[src/rtl/conv_index_unit.sv]
// Index and address datapath for the 3x3 convolution engine: it holds the image
// dimensions, the column/row counters and the SRAM addresses, and returns status flags.
module conv_index_unit #(
  parameter int          ADDR_W   = 12,
  parameter int          DIM_W    = 8,
  parameter logic [15:0] END_MARK = 16'h00FF
) (
  input  logic              clk,
  input  logic              reset_b,
  input  logic [15:0]       sram_dut_read_data,
  input  logic              init,
  input  logic              str_input_nrows,
  input  logic              str_input_ncols,
  input  logic              incr_col_enable,
  input  logic              rst_col_counter,
  input  logic              incr_row_enable,
  input  logic              rst_row_counter,
  input  logic              incr_raddr_enable,
  input  logic              incr_waddr_enable,
  output logic [ADDR_W-1:0] dut_sram_read_address,
  output logic [ADDR_W-1:0] dut_sram_write_address,
  output logic [15:0]       input_num_rows,
  output logic [15:0]       input_num_cols,
  output logic [DIM_W-1:0]  cidx,
  output logic [DIM_W-1:0]  ridx,
  output logic              last_col_next,
  output logic              last_row_flag,
  output logic              end_condition_met,
  output logic              dim_error
);

  localparam logic [16:0] DIM_MAX = 17'd1 << DIM_W;

  logic [ADDR_W-1:0] raddr_q, raddr_d;
  logic [ADDR_W-1:0] waddr_q, waddr_d;
  logic [15:0]       nrows_q, nrows_d;
  logic [15:0]       ncols_q, ncols_d;
  logic [DIM_W-1:0]  cidx_q, cidx_d;
  logic [DIM_W-1:0]  ridx_q, ridx_d;
  logic              dim_error_q, dim_error_d;

  // A header is malformed if either dimension is too small for a 3x3 window
  // or too large for the counters to index.
  function automatic logic hdr_bad(input logic [15:0] rows, input logic [15:0] cols);
    logic [16:0] r17, c17;
    r17 = {1'b0, rows};
    c17 = {1'b0, cols};
    return (r17 < 17'd3) || (c17 < 17'd3) || (r17 > DIM_MAX) || (c17 > DIM_MAX);
  endfunction

  always_comb begin
    raddr_d     = raddr_q;
    waddr_d     = waddr_q;
    nrows_d     = nrows_q;
    ncols_d     = ncols_q;
    cidx_d      = cidx_q;
    ridx_d      = ridx_q;
    dim_error_d = dim_error_q;

    if (str_input_nrows) nrows_d = sram_dut_read_data;
    if (str_input_ncols) ncols_d = sram_dut_read_data;

    if (init) begin
      raddr_d     = '0;
      waddr_d     = '0;
      cidx_d      = '0;
      ridx_d      = '0;
      dim_error_d = 1'b0;
    end else begin
      if (rst_col_counter)      cidx_d = '0;
      else if (incr_col_enable) cidx_d = cidx_q + DIM_W'(1);
      if (rst_row_counter)      ridx_d = '0;
      else if (incr_row_enable) ridx_d = ridx_q + DIM_W'(1);
      if (incr_raddr_enable)    raddr_d = raddr_q + ADDR_W'(1);
      if (incr_waddr_enable)    waddr_d = waddr_q + ADDR_W'(1);
      // The check pairs the incoming column word with the rows already latched.
      if (str_input_ncols && !end_condition_met && hdr_bad(nrows_q, sram_dut_read_data))
        dim_error_d = 1'b1;
    end
  end

  always_ff @(posedge clk or negedge reset_b) begin
    if (!reset_b) begin
      raddr_q     <= '0;
      waddr_q     <= '0;
      nrows_q     <= '0;
      ncols_q     <= '0;
      cidx_q      <= '0;
      ridx_q      <= '0;
      dim_error_q <= 1'b0;
    end else begin
      raddr_q     <= raddr_d;
      waddr_q     <= waddr_d;
      nrows_q     <= nrows_d;
      ncols_q     <= ncols_d;
      cidx_q      <= cidx_d;
      ridx_q      <= ridx_d;
      dim_error_q <= dim_error_d;
    end
  end

  // Flags compare in 17 bits so a counter wrap can never alias onto a dimension.
  assign last_col_next     = ((17'(cidx_q) + 17'd1) == {1'b0, ncols_q}) && (ncols_q != 16'd0);
  assign last_row_flag     = ((17'(ridx_q) + 17'd3) == {1'b0, nrows_q}) && (nrows_q >= 16'd3);
  assign end_condition_met = (nrows_q == END_MARK);

  assign dut_sram_read_address  = raddr_q;
  assign dut_sram_write_address = waddr_q;
  assign input_num_rows         = nrows_q;
  assign input_num_cols         = ncols_q;
  assign cidx                   = cidx_q;
  assign ridx                   = ridx_q;
  assign dim_error              = dim_error_q;

endmodule

[config.mk]
export PLATFORM = sky130hd
export DESIGN_NAME = conv_index_unit
export DESIGN_NICKNAME = d
export VERILOG_FILES = /design/src/rtl/conv_index_unit.sv
export SDC_FILE = /design/constraint.sdc
export NUM_CORES = 1
export LEC_CHECK = 0
export CELL_PAD_IN_SITES_DETAIL_PLACEMENT = 1
export CELL_PAD_IN_SITES_GLOBAL_PLACEMENT = 1
export CORE_ASPECT_RATIO = 0.7
export CORE_MARGIN = 2
export CORE_UTILIZATION = 40
export CTS_CLUSTER_SIZE = 30
export DETAILED_ROUTE_END_ITERATION = 10
export GPL_ROUTABILITY_DRIVEN = 0
export GPL_TIMING_DRIVEN = 0
export PLACE_DENSITY_LB_ADDON = 0.1
export REMOVE_ABC_BUFFERS = 1
export SLEW_MARGIN = 10
export SYNTH_ARGS = -nofsm -noshare
export SYNTH_HDL_FRONTEND = slang
export SYNTH_SLANG_ARGS = --single-unit
[constraint.sdc]
create_clock -name clk -period 3.7 [get_ports clk]
set_clock_uncertainty 0.05 [all_clocks]
set_input_delay 0.37 -clock clk [delete_from_list [all_inputs] [get_ports clk]]
set_output_delay 0.37 -clock clk [all_outputs]
set_load 0.01 [all_outputs]
# Yosys cells after proc, flatten, opt, wreduce, memory -nomap -nowiden
# Cells that the tools add are included.
# W data, S select, Z words.
[totals]
inputBits = 27
word_cells = 47
regBits = 73
out_inout_bits = 76
[classes]
n_reduce_logical = 14
n_mux = 12
n_eq_ne = 3
n_addsub = 6
n_lt_le_gt_ge = 5
[ops]
columns = ["cell", "n"]
rows = [
  ["$mux W12", 4],
  ["$mux W8", 6],
  ["$eq A9 B16 Y1", 2],
  ["$gt A16 B9 Y1 const B", 2],
  ["$lt A16 B2 Y1 const B", 2],
  ["$add A12 B1 Y12 const B", 2],
  ["$add A8 B1 Y8 const B", 2],
  ["$eq A16 B8 Y1 const B", 1],
  ["$ge A16 B2 Y1 const B", 1],
  ["$reduce_bool A16 Y1", 1],
  ["$add A8 B1 Y9 const B", 1],
  ["$add A8 B2 Y9 const B", 1],
  ["$reduce_bool A2 Y1", 3],
  ["$reduce_bool A3 Y1", 2],
  ["$logic_and A1 B1 Y1", 4],
  ["$logic_or A1 B1 Y1", 3],
  ["$mux W1", 2],
  ["$logic_not A1 Y1", 1],
]

# Depth between registers and ports, before layout
# Gate-level depths: netlist of the first run.
[depth]
word_depth = 7
depth_mapped = 8
mapped_depth_nobuf = 7

# Worst setup path before layout of the first run
# No wires, ideal clock.
[synth_path]
path_kind = "register to output"
from = "register ridx_q[0], in the netlist ridx[0]"
to = "output last_row_flag"
slack_ns = 1.098
arrival_time_ns = 2.182
required_time_ns = 3.280
stages_incl_launch_ff = 9
cell_sequence = "dfrtp_1 clkbuf_1 inv_1 ha_1 nor3_1 a21oi_1 a211o_1 a2111o_1 a2111oi_2"
[synth_between]
elab_chain_len = 3
[synth_lines]
columns = ["item", "line_no", "text"]
rows = [
  ["from (decl)", "39", "logic [DIM_W-1:0] ridx_q, ridx_d;"],
  ["from (signal assigned)", "97", "ridx_q <= ridx_d;"],
  ["$add A8 B2 Y9", "104", "assign last_row_flag = ((17'(ridx_q) + 17'd3) == {1'b0, nrows_q}) && (nrows_q >= 16'd3);"],
  ["$eq A9 B16 Y1", "104", ""],
  ["$logic_and A1 B1 Y1", "104", ""],
  ["to (decl)", "27", "output logic last_row_flag,"],
]
# Every way passes these cells.

# Worst setup path after layout of the first run
# Ends and elaborated chain as after synthesis.

==> impl_results.html, run 1 <==
<table>
<tr><th>Metric</th><th>Value</th></tr>
<tr><th colspan="2">Layout</th></tr>
<tr><td>Area of all placed cells without fillers</td><td>5270 µm²</td></tr>
<tr><td>Final non-filler cell total</td><td>602</td></tr>
<tr><td>Share of cells above drive strength 1</td><td>11.5%</td></tr>
<tr><td>Commonest non-fill, non-tap cell in the layout</td><td>clkdlybuf4s50_1</td></tr>
<tr><td>Most frequent cells in the layout</td><td>clkdlybuf4s50_1 (101), dfrtp_1 (73), nor2_1 (43), mux2_2 (30), xor2_1 (26)</td></tr>
<tr><td>Layout Area Growth over Synthesis</td><td>37.4%</td></tr>
<tr><td>Number of diodes</td><td>0</td></tr>
<tr><td>Fin nets</td><td>505</td></tr>
<tr><th colspan="2">Logic synthesis</th></tr>
<tr><td>Post-synthesis area per instance</td><td>10.2 µm²</td></tr>
<tr><td>Flop and latch count out of synthesis</td><td>73</td></tr>
<tr><td>Register area share after synthesis</td><td>47.6%</td></tr>
<tr><td>Number of enable flip-flop cells after synthesis</td><td>0</td></tr>
<tr><td>Share of Yosys cell area claimed by the top area cell type</td><td>47.6%</td></tr>
<tr><td>Number of unique standard cell types used by synthesis</td><td>51</td></tr>
<tr><td>Largest cells by area after synthesis</td><td>dfrtp_1 (48%), mux2_2 (8.8%), xor2_1 (5.9%)</td></tr>
<tr><td>Post-synth top area cell</td><td>dfrtp_1</td></tr>
<tr><td>Cell Area, Synth</td><td>3840 µm²</td></tr>
<tr><td>Leading register cell type out of synthesis</td><td>dfrtp_1</td></tr>
<tr><td>Gate count after technology mapping</td><td>378</td></tr>
<tr><td>Warnings from Yosys</td><td>0</td></tr>
<tr><td>FFs w/ async S/R, synth</td><td>100%</td></tr>
<tr><th colspan="2">STA</th></tr>
<tr><td>Max-slew violation total from the final report</td><td>0</td></tr>
<tr><td>Post-route clock period utilization</td><td>92.4%</td></tr>
<tr><td>Setup Viol. Count Final</td><td>0</td></tr>
<tr><td>Total count of hold-check failures in the final report</td><td>0</td></tr>
<tr><td>Maximum clock frequency</td><td>0.292 GHz</td></tr>
<tr><td>Shortest clock period the worst path allows after layout</td><td>3.42 ns</td></tr>
<tr><td>Setup repair after global routing missed its margin</td><td>no</td></tr>
<tr><td>Transition time at the pin with the least slew margin</td><td>1.12 ns</td></tr>
<tr><td>Setup total negative slack</td><td>0 ns</td></tr>
<tr><td>Slew HR</td><td>24.8%</td></tr>
<tr><th colspan="2">Placement</th></tr>
<tr><td>Post-placement cell area</td><td>4940 µm²</td></tr>
<tr><td>Number of buffers inserted by port buffering</td><td>102</td></tr>
<tr><td>Number of placed cells counting well taps</td><td>585</td></tr>
<tr><td>Half-perimeter wire length after detailed placement</td><td>7550 µm</td></tr>
<tr><th colspan="2">Clock network</th></tr>
<tr><td>TritonCTS clock tree</td><td>yes</td></tr>
<tr><td>Worst skew pair latency</td><td>0.33 ns</td></tr>
<tr><td>Number of clock buffers inserted by TritonCTS</td><td>9</td></tr>
<tr><td>Clock root buffer</td><td>clkbuf_16</td></tr>
<tr><td>Number of sinks handled by clock tree synthesis</td><td>73</td></tr>
<tr><td>H-tree levels</td><td>3</td></tr>
<tr><td>Clock transition at the registers of the reported paths</td><td>0.06 ns</td></tr>
<tr><td>Postcts setup bufs</td><td>0</td></tr>
<tr><td>CTS Buffer Depth</td><td>2</td></tr>
<tr><th colspan="2">Pwr</th></tr>
<tr><td>Total power draw</td><td>0.00214 W</td></tr>
<tr><td>VDD IR max</td><td>0.247 mV</td></tr>
<tr><td>Power density normalized to cell area</td><td>406 nW/µm²</td></tr>
<tr><td>Leakage power</td><td>2.05 nW</td></tr>
<tr><th colspan="2">Drt</th></tr>
<tr><td>Antenna viol nets, final</td><td>0</td></tr>
<tr><td>Iteration-0 DRC Markers</td><td>128</td></tr>
<tr><td>Via count</td><td>3268</td></tr>
<tr><td>Number of iterations in the first detailed-routing pass</td><td>4</td></tr>
<tr><td>Routed via count divided by cell count</td><td>5.43</td></tr>
<tr><td>Post-route DRC violation count</td><td>0</td></tr>
<tr><td>Wire per inst</td><td>17.8 µm</td></tr>
<tr><td>Routed Wire Length</td><td>10700 µm</td></tr>
<tr><th colspan="2">Setup path</th></tr>
<tr><td>Worst reg2reg path startpoint</td><td>input_num_rows[13]$_DFFE_PN0P_</td></tr>
<tr><td>CP Launch Point</td><td>ridx[0]$_DFFE_PN0P_</td></tr>
<tr><td>Reg-to-reg setup timing slack</td><td>1.91 ns</td></tr>
<tr><td>Largest incremental delay on the critical path</td><td>0.59 ns</td></tr>
<tr><td>Crit start category</td><td>flip-flop</td></tr>
<tr><td>Endpoint class of the critical path</td><td>output port</td></tr>
<tr><td>RR Endpoint</td><td>dim_error$_DFFE_PN0P_</td></tr>
<tr><td>End point of the critical path</td><td>last_row_flag</td></tr>
<tr><td>Worst Path Class, Setup</td><td>reg2out</td></tr>
<tr><td>Reg2Reg Depth</td><td>5</td></tr>
<tr><td>Highest net fanout along the worst path</td><td>7</td></tr>
<tr><td>Endpoint required time on the critical path</td><td>3.28 ns</td></tr>
<tr><td>CP arrival</td><td>3.00 ns</td></tr>
<tr><td>Cell at the slowest stage of the critical path</td><td>clkdlybuf4s50_1</td></tr>
<tr><td>Critical-path cell list</td><td>inv_1 &gt; ha_1 &gt; nor3_1 &gt; a21oi_1 &gt; a211o_1 &gt; a2111o_1 &gt; a2111oi_2 &gt; clkdlybuf4s50_1</td></tr>
<tr><th colspan="2">Global route</th></tr>
<tr><td>Via count of the first global-routing pass</td><td>3351</td></tr>
<tr><td>Wire length of the first global-routing pass</td><td>17700 µm</td></tr>
<tr><td>GR met1 Demand/Resource</td><td>30.3%</td></tr>
<tr><td>Most congested layer reported by global routing</td><td>met2</td></tr>
<tr><td>Remaining Overflow, GRT</td><td>0</td></tr>
<tr><td>Initial antenna violation count</td><td>0</td></tr>
<tr><td>Global Route Usage Sum</td><td>21.7%</td></tr>
<tr><td>Met3 Resource Use GR</td><td>9.18%</td></tr>
<tr><td>Met2 GRT Util</td><td>32.3%</td></tr>
<tr><td>Pin count of the biggest net entering global routing</td><td>44</td></tr>
<tr><th colspan="2">Floorplan</th></tr>
<tr><td>Top-Level Pins</td><td>103</td></tr>
<tr><td>Placeable core region</td><td>9180 µm²</td></tr>
<tr><td>Std cell rows</td><td>29</td></tr>
<tr><td>Height of the die</td><td>86.0 µm</td></tr>
<tr><td>DIE AREA</td><td>10400 µm²</td></tr>
<tr><td>Initial core utilization</td><td>41.8%</td></tr>
<tr><td>Die X</td><td>121 µm</td></tr>
<tr><th colspan="2">Job</th></tr>
<tr><td>Max cap viols</td><td>0</td></tr>
<tr><th colspan="2">Run status</th></tr>
<tr><td>Result of the run</td><td>finished clean</td></tr>
<tr><th colspan="2">Min path</th></tr>
<tr><td>HP Class</td><td>reg2reg</td></tr>
</table>
area by class of cell:
class	count	area [µm²]
fillers	1004	3910
multi-input cells	278	1890
flip-flops and latches	73	1830
repair buffers	104	1060
clock inverters	5	78.8
well taps	124	155
inverters	7	26.3
clock buffers	11	243
power by group:
part           total (W)  internal, W  switching [W]
Combinational   0.000292     0.000164       0.000128
Clock           0.000946     0.000608       0.000338
Sequential      0.000900     0.000840      0.0000600
Total            0.00214      0.00161       0.000527
stage by stage:
step	hold slack [ns]	utilization [%]	setup WS, ns
after CTS	0.449	57.4	0.243
after floorplan	0.0244	-	1.21
final	0.443	57.4	0.280
after detailed placement	0.290	53.8	0.614
after global routing	0.462	57.4	0.0819
after global placement	0.424	53.6	-0.445
critical path, delay by kind of cell, from the launching register on:
| kind | cells | cell delay, ns |
|---|---|---|
| AO/OA/AOI/OAI | 4 | 1.05 |
| adder cells (fa/ha/maj) | 1 | 0.28 |
| buffers and inverters | 2 | 0.67 |
| flip-flops | 1 | 0.48 |
| AND/OR/NAND/NOR | 1 | 0.19 |
flip-flops by register name (all words and copies together) (netlist names):
name,flops
input_num_cols,16
ridx,8
dut_sram_write_address,12
dim_error,1
cidx,8
input_num_rows,16
dut_sram_read_address,12
how the worst min path moves through the flow:
| stage | from | endpoint | depth (start not counted) |
|---|---|---|---|
| 4_1_cts | dim_error$_DFFE_PN0P_ | dim_error$_DFFE_PN0P_ | 1 |
| 2_1_floorplan | reset_b | cidx[0]$_DFFE_PN0P_ | 0 |
| 6_report | dim_error$_DFFE_PN0P_ | dim_error$_DFFE_PN0P_ | 1 |
| 3_3_place_gp | dim_error$_DFFE_PN0P_ | dim_error$_DFFE_PN0P_ | 1 |
| 5_1_grt | dim_error$_DFFE_PN0P_ | dim_error$_DFFE_PN0P_ | 1 |
| 3_5_place_dp | reset_b | dut_sram_write_address[4]$_DFFE_PN0P_ | 1 |
layer usage:
| metal | share of wire, % | vias to the layer above | routed length (µm) |
|---|---|---|---|
| met5 | 0 | - | 0 |
| met4 | 0.51 | 0 | 55 |
| met3 | 7.4 | 5 | 789 |
| met2 | 43 | 83 | 4630 |
| met1 | 49 | 1633 | 5250 |
| li1 | - | 1547 | - |
synth_stat cells (3+ instances only):
library cell,number
xor2_1,26
nand2_1,21
nor2_1,43
and3_1,3
nor2b_1,3
o21ai_0,15
buf_2,3
ha_1,5
inv_1,7
xnor2_1,18
mux2i_1,4
nand4_1,15
a21oi_1,17
mux2_2,30
or3_1,12
clkbuf_1,12
nor4_1,12
a31oi_1,3
dfrtp_1,73
nand3_1,14
nor3_1,7
logic make-up after synthesis:
family | count (synthesis) | share of synthesized area, %
and+or+nand+nor | 144 | 19.2
buffers and inverters | 27 | 3.23
xor gates and xnor gates | 44 | 10.0
AOI/OAI and AO/OA | 51 | 8.44
muxes | 34 | 9.84
DFF | 73 | 47.6
adders and majority gates | 5 | 1.63
timing repair:
action / 4_1_cts / 5_1_grt
resized for setup: 0 / 0
hold buffers: 1 / 0
endpoints found under the hold margin: 30 / 0
No activity file was read; power rests on OpenSTA's default activity.
==> run 2, diff against run 1 <==
--- a/config.mk
+++ b/config.mk
@@ -5,11 +5,12 @@
 export SDC_FILE = /design/constraint.sdc
 export NUM_CORES = 1
 export LEC_CHECK = 0
+export ABC_AREA = 1
 export CELL_PAD_IN_SITES_DETAIL_PLACEMENT = 1
 export CELL_PAD_IN_SITES_GLOBAL_PLACEMENT = 1
 export CORE_ASPECT_RATIO = 0.7
 export CORE_MARGIN = 2
-export CORE_UTILIZATION = 40
+export CORE_UTILIZATION = 38
 export CTS_CLUSTER_SIZE = 30
 export DETAILED_ROUTE_END_ITERATION = 10
 export GPL_ROUTABILITY_DRIVEN = 0
==> constraint.sdc (replaced) <==
create_clock -name clk -period 3.7 [get_ports clk]
set_clock_uncertainty 0.05 [all_clocks]
set_input_delay 0.37 -clock clk [delete_from_list [all_inputs] [get_ports clk]]
set_output_delay 0.37 -clock clk [all_outputs]
set_load 0.005 [all_outputs]
==> impl_results.html, run 2 <==
<table>
<tr><th>Metric</th><th>Value</th></tr>
<tr><th colspan="2">Logic synthesis</th></tr>
<tr><td>Leading register cell type out of synthesis</td><td>dfrtp_1</td></tr>
<tr><td>Commonest cells in the netlist</td><td>nand2_1 (125), dfrtp_1 (73), inv_1 (69)</td></tr>
<tr><td>Number of unique standard cell types used by synthesis</td><td>30 (-41%)</td></tr>
<tr><td>Largest cells by area after synthesis</td><td>dfrtp_1 (47%), nand2_1 (12%), inv_1 (6.6%)</td></tr>
<tr><td>Synthesized-area fraction occupied by ao, oa, aoi and oai cells</td><td>10.8% (+2.3 points)</td></tr>
<tr><td>Share of Yosys cell area claimed by the top area cell type</td><td>46.7% (-0.85 points)</td></tr>
<tr><td>Post-synthesis area per instance</td><td>7.59 µm² (-25%)</td></tr>
<tr><td>Area fraction in and, or, nand and nor cells after synthesis</td><td>28.1% (+8.9 points)</td></tr>
<tr><td>Arithmetic-cell share of the synthesized area counting full adders, half adders and majority gates</td><td>1.60% (-0.029 points)</td></tr>
<tr><td>Post-synth top area cell</td><td>dfrtp_1</td></tr>
<tr><td>XOR/XNOR Fraction of Synth Area</td><td>4.03% (-6.0 points)</td></tr>
<tr><td>Cell Area, Synth</td><td>3910 µm² (+1.8%)</td></tr>
<tr><td>Register area share after synthesis</td><td>46.7% (-0.85 points)</td></tr>
<tr><td>Combinational family with the most area after synthesis</td><td>simple AND/OR/NAND/NOR gates</td></tr>
<tr><td>Library cell with the highest instance count after synthesis</td><td>nand2_1</td></tr>
<tr><td>Flop and latch count out of synthesis</td><td>73 (unchanged)</td></tr>
<tr><td>Warnings from Yosys</td><td>0 (unchanged)</td></tr>
<tr><td>Number of enable flip-flop cells after synthesis</td><td>0 (unchanged)</td></tr>
<tr><td>Gate count after technology mapping</td><td>515 (+36%)</td></tr>
<tr><td>Share of cell area taken by muxes after synthesis</td><td>0.864% (-9.0 points)</td></tr>
<tr><td>FFs w/ async S/R, synth</td><td>100% (unchanged)</td></tr>
<tr><th colspan="2">Layout</th></tr>
<tr><td>Layout Area Growth over Synthesis</td><td>37.4% (about the same)</td></tr>
<tr><td>Fin nets</td><td>653 (+29%)</td></tr>
<tr><td>Most frequent cells in the layout</td><td>nand2_1 (125), clkdlybuf4s50_1 (101), dfrtp_1 (73), inv_1 (69), nor2_1 (66)</td></tr>
<tr><td>Share of cells above drive strength 1</td><td>5.60% (-5.9 points)</td></tr>
<tr><td>Commonest non-fill, non-tap cell in the layout</td><td>nand2_1</td></tr>
<tr><td>Area of all placed cells without fillers</td><td>5370 µm² (+1.8%)</td></tr>
<tr><td>Number of diodes</td><td>0 (unchanged)</td></tr>
<tr><th colspan="2">Drt</th></tr>
<tr><td>Iteration-0 DRC Markers</td><td>165 (+29%)</td></tr>
<tr><td>Via count</td><td>3815 (+17%)</td></tr>
<tr><td>Post-route DRC violation count</td><td>0 (unchanged)</td></tr>
<tr><td>Number of iterations in the first detailed-routing pass</td><td>4 (unchanged)</td></tr>
<tr><td>Routed Wire Length</td><td>12100 µm (+13%)</td></tr>
<tr><td>Antenna viol nets, final</td><td>0 (unchanged)</td></tr>
<tr><td>Wire per inst</td><td>16.1 µm (-9.8%)</td></tr>
<tr><td>Routed via count divided by cell count</td><td>5.07 (-6.7%)</td></tr>
<tr><th colspan="2">Clock network</th></tr>
<tr><td>Worst skew pair latency</td><td>0.33 ns (about the same)</td></tr>
<tr><td>TritonCTS clock tree</td><td>yes</td></tr>
<tr><td>Number of clock buffers inserted by TritonCTS</td><td>9 (unchanged)</td></tr>
<tr><td>CTS Buffer Depth</td><td>2 (unchanged)</td></tr>
<tr><td>H-tree levels</td><td>3 (unchanged)</td></tr>
<tr><td>Number of sinks handled by clock tree synthesis</td><td>73 (unchanged)</td></tr>
<tr><td>Number of buffers inserted for hold repair after clock tree synthesis</td><td>1 (unchanged)</td></tr>
<tr><td>Clock transition at the registers of the reported paths</td><td>0.06 ns (about the same)</td></tr>
<tr><td>Postcts setup bufs</td><td>0 (unchanged)</td></tr>
<tr><td>Clock root buffer</td><td>clkbuf_16</td></tr>
<tr><td>Number of gates resized after CTS</td><td>0 (unchanged)</td></tr>
<tr><th colspan="2">STA</th></tr>
<tr><td>Maximum clock frequency</td><td>0.336 GHz (+15%)</td></tr>
<tr><td>Post-route clock period utilization</td><td>80.5% (-12 points)</td></tr>
<tr><td>Setup repair after global routing missed its margin</td><td>no</td></tr>
<tr><td>Total count of hold-check failures in the final report</td><td>0 (unchanged)</td></tr>
<tr><td>Setup Viol. Count Final</td><td>0 (unchanged)</td></tr>
<tr><td>Transition time at the pin with the least slew margin</td><td>0.985 ns (-0.139 ns)</td></tr>
<tr><td>Slew HR</td><td>34.1% (+9.3 points)</td></tr>
<tr><td>Shortest clock period the worst path allows after layout</td><td>2.98 ns (-0.444 ns)</td></tr>
<tr><td>Max-slew violation total from the final report</td><td>0 (unchanged)</td></tr>
<tr><td>Setup total negative slack</td><td>0 ns (unchanged)</td></tr>
<tr><th colspan="2">Setup path</th></tr>
<tr><td>Crit start category</td><td>flip-flop</td></tr>
<tr><td>Largest incremental delay on the critical path</td><td>0.52 ns (-0.07 ns)</td></tr>
<tr><td>Worst Path Class, Setup</td><td>reg2out</td></tr>
<tr><td>Reg-to-reg setup timing slack</td><td>2.12 ns (+0.21 ns)</td></tr>
<tr><td>CP arrival</td><td>2.56 ns (-0.44 ns)</td></tr>
<tr><td>End point of the critical path</td><td>last_row_flag</td></tr>
<tr><td>Reg2Reg Depth</td><td>8 (+3)</td></tr>
<tr><td>Critical-path cell list</td><td>inv_1 &gt; ha_1 &gt; xor2_1 &gt; o21ai_0 &gt; nor2_1 &gt; nand3_1 &gt; nor2_1 &gt; nand2_1 &gt; nor2_1 &gt; clkdlybuf4s50_1</td></tr>
<tr><td>Endpoint required time on the critical path</td><td>3.28 ns (about the same)</td></tr>
<tr><td>Cell at the slowest stage of the critical path</td><td>clkdlybuf4s50_1</td></tr>
<tr><td>Highest net fanout along the worst path</td><td>6 (-1)</td></tr>
<tr><td>RR Endpoint</td><td>dut_sram_read_address[10]$_DFFE_PN0P_</td></tr>
<tr><td>Worst reg2reg path startpoint</td><td>dut_sram_read_address[0]$_DFFE_PN0P_</td></tr>
<tr><td>Crit path buffers/inverters</td><td>2 (unchanged)</td></tr>
<tr><td>Number of cells on the critical path</td><td>10 (+2)</td></tr>
<tr><td>Cell type group with the largest total delay on the critical path</td><td>buffers and inverters</td></tr>
<tr><td>Worst path most repeated cell</td><td>nor2_1</td></tr>
<tr><td>CP Launch Point</td><td>ridx[0]$_DFFE_PN0P_</td></tr>
<tr><td>Endpoint class of the critical path</td><td>output port</td></tr>
<tr><th colspan="2">Job</th></tr>
<tr><td>Max cap viols</td><td>0 (unchanged)</td></tr>
<tr><th colspan="2">Global route</th></tr>
<tr><td>Via count of the first global-routing pass</td><td>3860 (+15%)</td></tr>
<tr><td>Pin count of the biggest net entering global routing</td><td>41 (-6.8%)</td></tr>
<tr><td>Met3 Resource Use GR</td><td>5.62% (-3.6 points)</td></tr>
<tr><td>Remaining Overflow, GRT</td><td>0 (unchanged)</td></tr>
<tr><td>Initial antenna violation count</td><td>0 (unchanged)</td></tr>
<tr><td>Global Route Usage Sum</td><td>22.1% (+0.32 points)</td></tr>
<tr><td>Met2 GRT Util</td><td>36.2% (+3.9 points)</td></tr>
<tr><td>GR met1 Demand/Resource</td><td>29.9% (-0.38 points)</td></tr>
<tr><td>Most congested layer reported by global routing</td><td>met2</td></tr>
<tr><td>Wire length of the first global-routing pass</td><td>19400 µm (+9.9%)</td></tr>
<tr><th colspan="2">Floorplan</th></tr>
<tr><td>Top-Level Pins</td><td>103 (unchanged)</td></tr>
<tr><td>DIE AREA</td><td>11100 µm² (+6.9%)</td></tr>
<tr><td>Placeable core region</td><td>9830 µm² (+7.1%)</td></tr>
<tr><td>Height of the die</td><td>88.9 µm (+3.4%)</td></tr>
<tr><td>Die X</td><td>125 µm (+3.4%)</td></tr>
<tr><td>Initial core utilization</td><td>39.7% (-2.1 points)</td></tr>
<tr><td>Std cell rows</td><td>30 (+3.4%)</td></tr>
<tr><th colspan="2">Pwr</th></tr>
<tr><td>Total power draw</td><td>0.00203 W (-5.3%)</td></tr>
<tr><td>Leakage power</td><td>2.40 nW (+17%)</td></tr>
<tr><td>Power density normalized to cell area</td><td>377 nW/µm² (-7.0%)</td></tr>
<tr><td>VDD IR max</td><td>0.239 mV (-3.3%)</td></tr>
<tr><th colspan="2">Run status</th></tr>
<tr><td>Result of the run</td><td>finished clean</td></tr>
<tr><th colspan="2">Placement</th></tr>
<tr><td>Post-placement cell area</td><td>5060 µm² (+2.5%)</td></tr>
<tr><td>Half-perimeter wire length after detailed placement</td><td>9070 µm (+20%)</td></tr>
<tr><td>Number of buffers inserted by port buffering</td><td>102 (unchanged)</td></tr>
<tr><th colspan="2">Min path</th></tr>
<tr><td>HP Class</td><td>reg2reg</td></tr>
<tr><td>Min-Delay Path Depth</td><td>1 (unchanged)</td></tr>
</table>
## run 2: changes by cell type after synthesis, moves of 14 or more
cell and delta:
nand3_1 +16, xnor2_1 -14, nand2_1 +104, o21ai_0 +35, mux2_2 -27, nor2_1 +23
inv_1 +62
## run 2: logic make-up (layout without fill, tap and decap cells)
kind of cell               after synthesis  after routing
adders and majority gates                5              5
muxes                                    3              3
xor gates and xnor gates                18             18
buffers and inverters                   79            189
DFF                                     73             73
AOI/OAI and AO/OA                       82             82
and+or+nand+nor                        255            255
## run 2: worst min-delay path by stage
stage | startpoint | end | slack [ns]
6_report | dut_sram_write_address[11]$_DFFE_PN0P_ | dut_sram_write_address[11]$_DFFE_PN0P_ | 0.43
5_1_grt | dut_sram_write_address[11]$_DFFE_PN0P_ | dut_sram_write_address[11]$_DFFE_PN0P_ | 0.46
4_1_cts | dut_sram_write_address[11]$_DFFE_PN0P_ | dut_sram_write_address[11]$_DFFE_PN0P_ | 0.43
3_5_place_dp | reset_b | cidx[6]$_DFFE_PN0P_ | 0.30
3_3_place_gp | dut_sram_write_address[11]$_DFFE_PN0P_ | dut_sram_write_address[11]$_DFFE_PN0P_ | 0.40
2_1_floorplan | reset_b | cidx[0]$_DFFE_PN0P_ | 0.02
## run 2: report_power, final
part | switching, W | total (W) | internal [W]
Sequential | 0.0000430 | 0.000880 | 0.000837
Combinational | 0.000135 | 0.000268 | 0.000133
Clock | 0.000325 | 0.000878 | 0.000553
Total | 0.000503 | 0.00203 | 0.00152
## run 2: layout make-up
class / instances / area (µm²)
repair buffers: 104 / 1050
clock buffers: 12 / 256
flip-flops and latches: 73 / 1830
clock inverters: 3 / 40.0
inverters: 70 / 263
well taps: 128 / 160
fillers: 1219 / 4460
multi-input cells: 363 / 1780
## run 2: through the flow
| stage | hold WS (ns) | setup slack, ns | instances | utilization, % |
|---|---|---|---|---|
| finish | 0.429 | 0.723 | 753 | 54.6 |
| detailed placement | 0.300 | 1.17 | 737 | 51.5 |
| global route | 0.462 | 0.529 | 753 | 54.6 |
| global placement | 0.401 | -0.442 | 736 | 51.3 |
| floorplan | 0.0244 | 1.87 | 506 | - |
| CTS | 0.430 | 0.718 | 753 | 54.6 |
## run 2: per-layer routing
metal | vias to the layer above | share of wire, %
met5 | - | 0
met4 | 0 | 0.73
met3 | 8 | 3.9
met2 | 72 | 47
met1 | 1879 | 49
li1 | 1856 | -
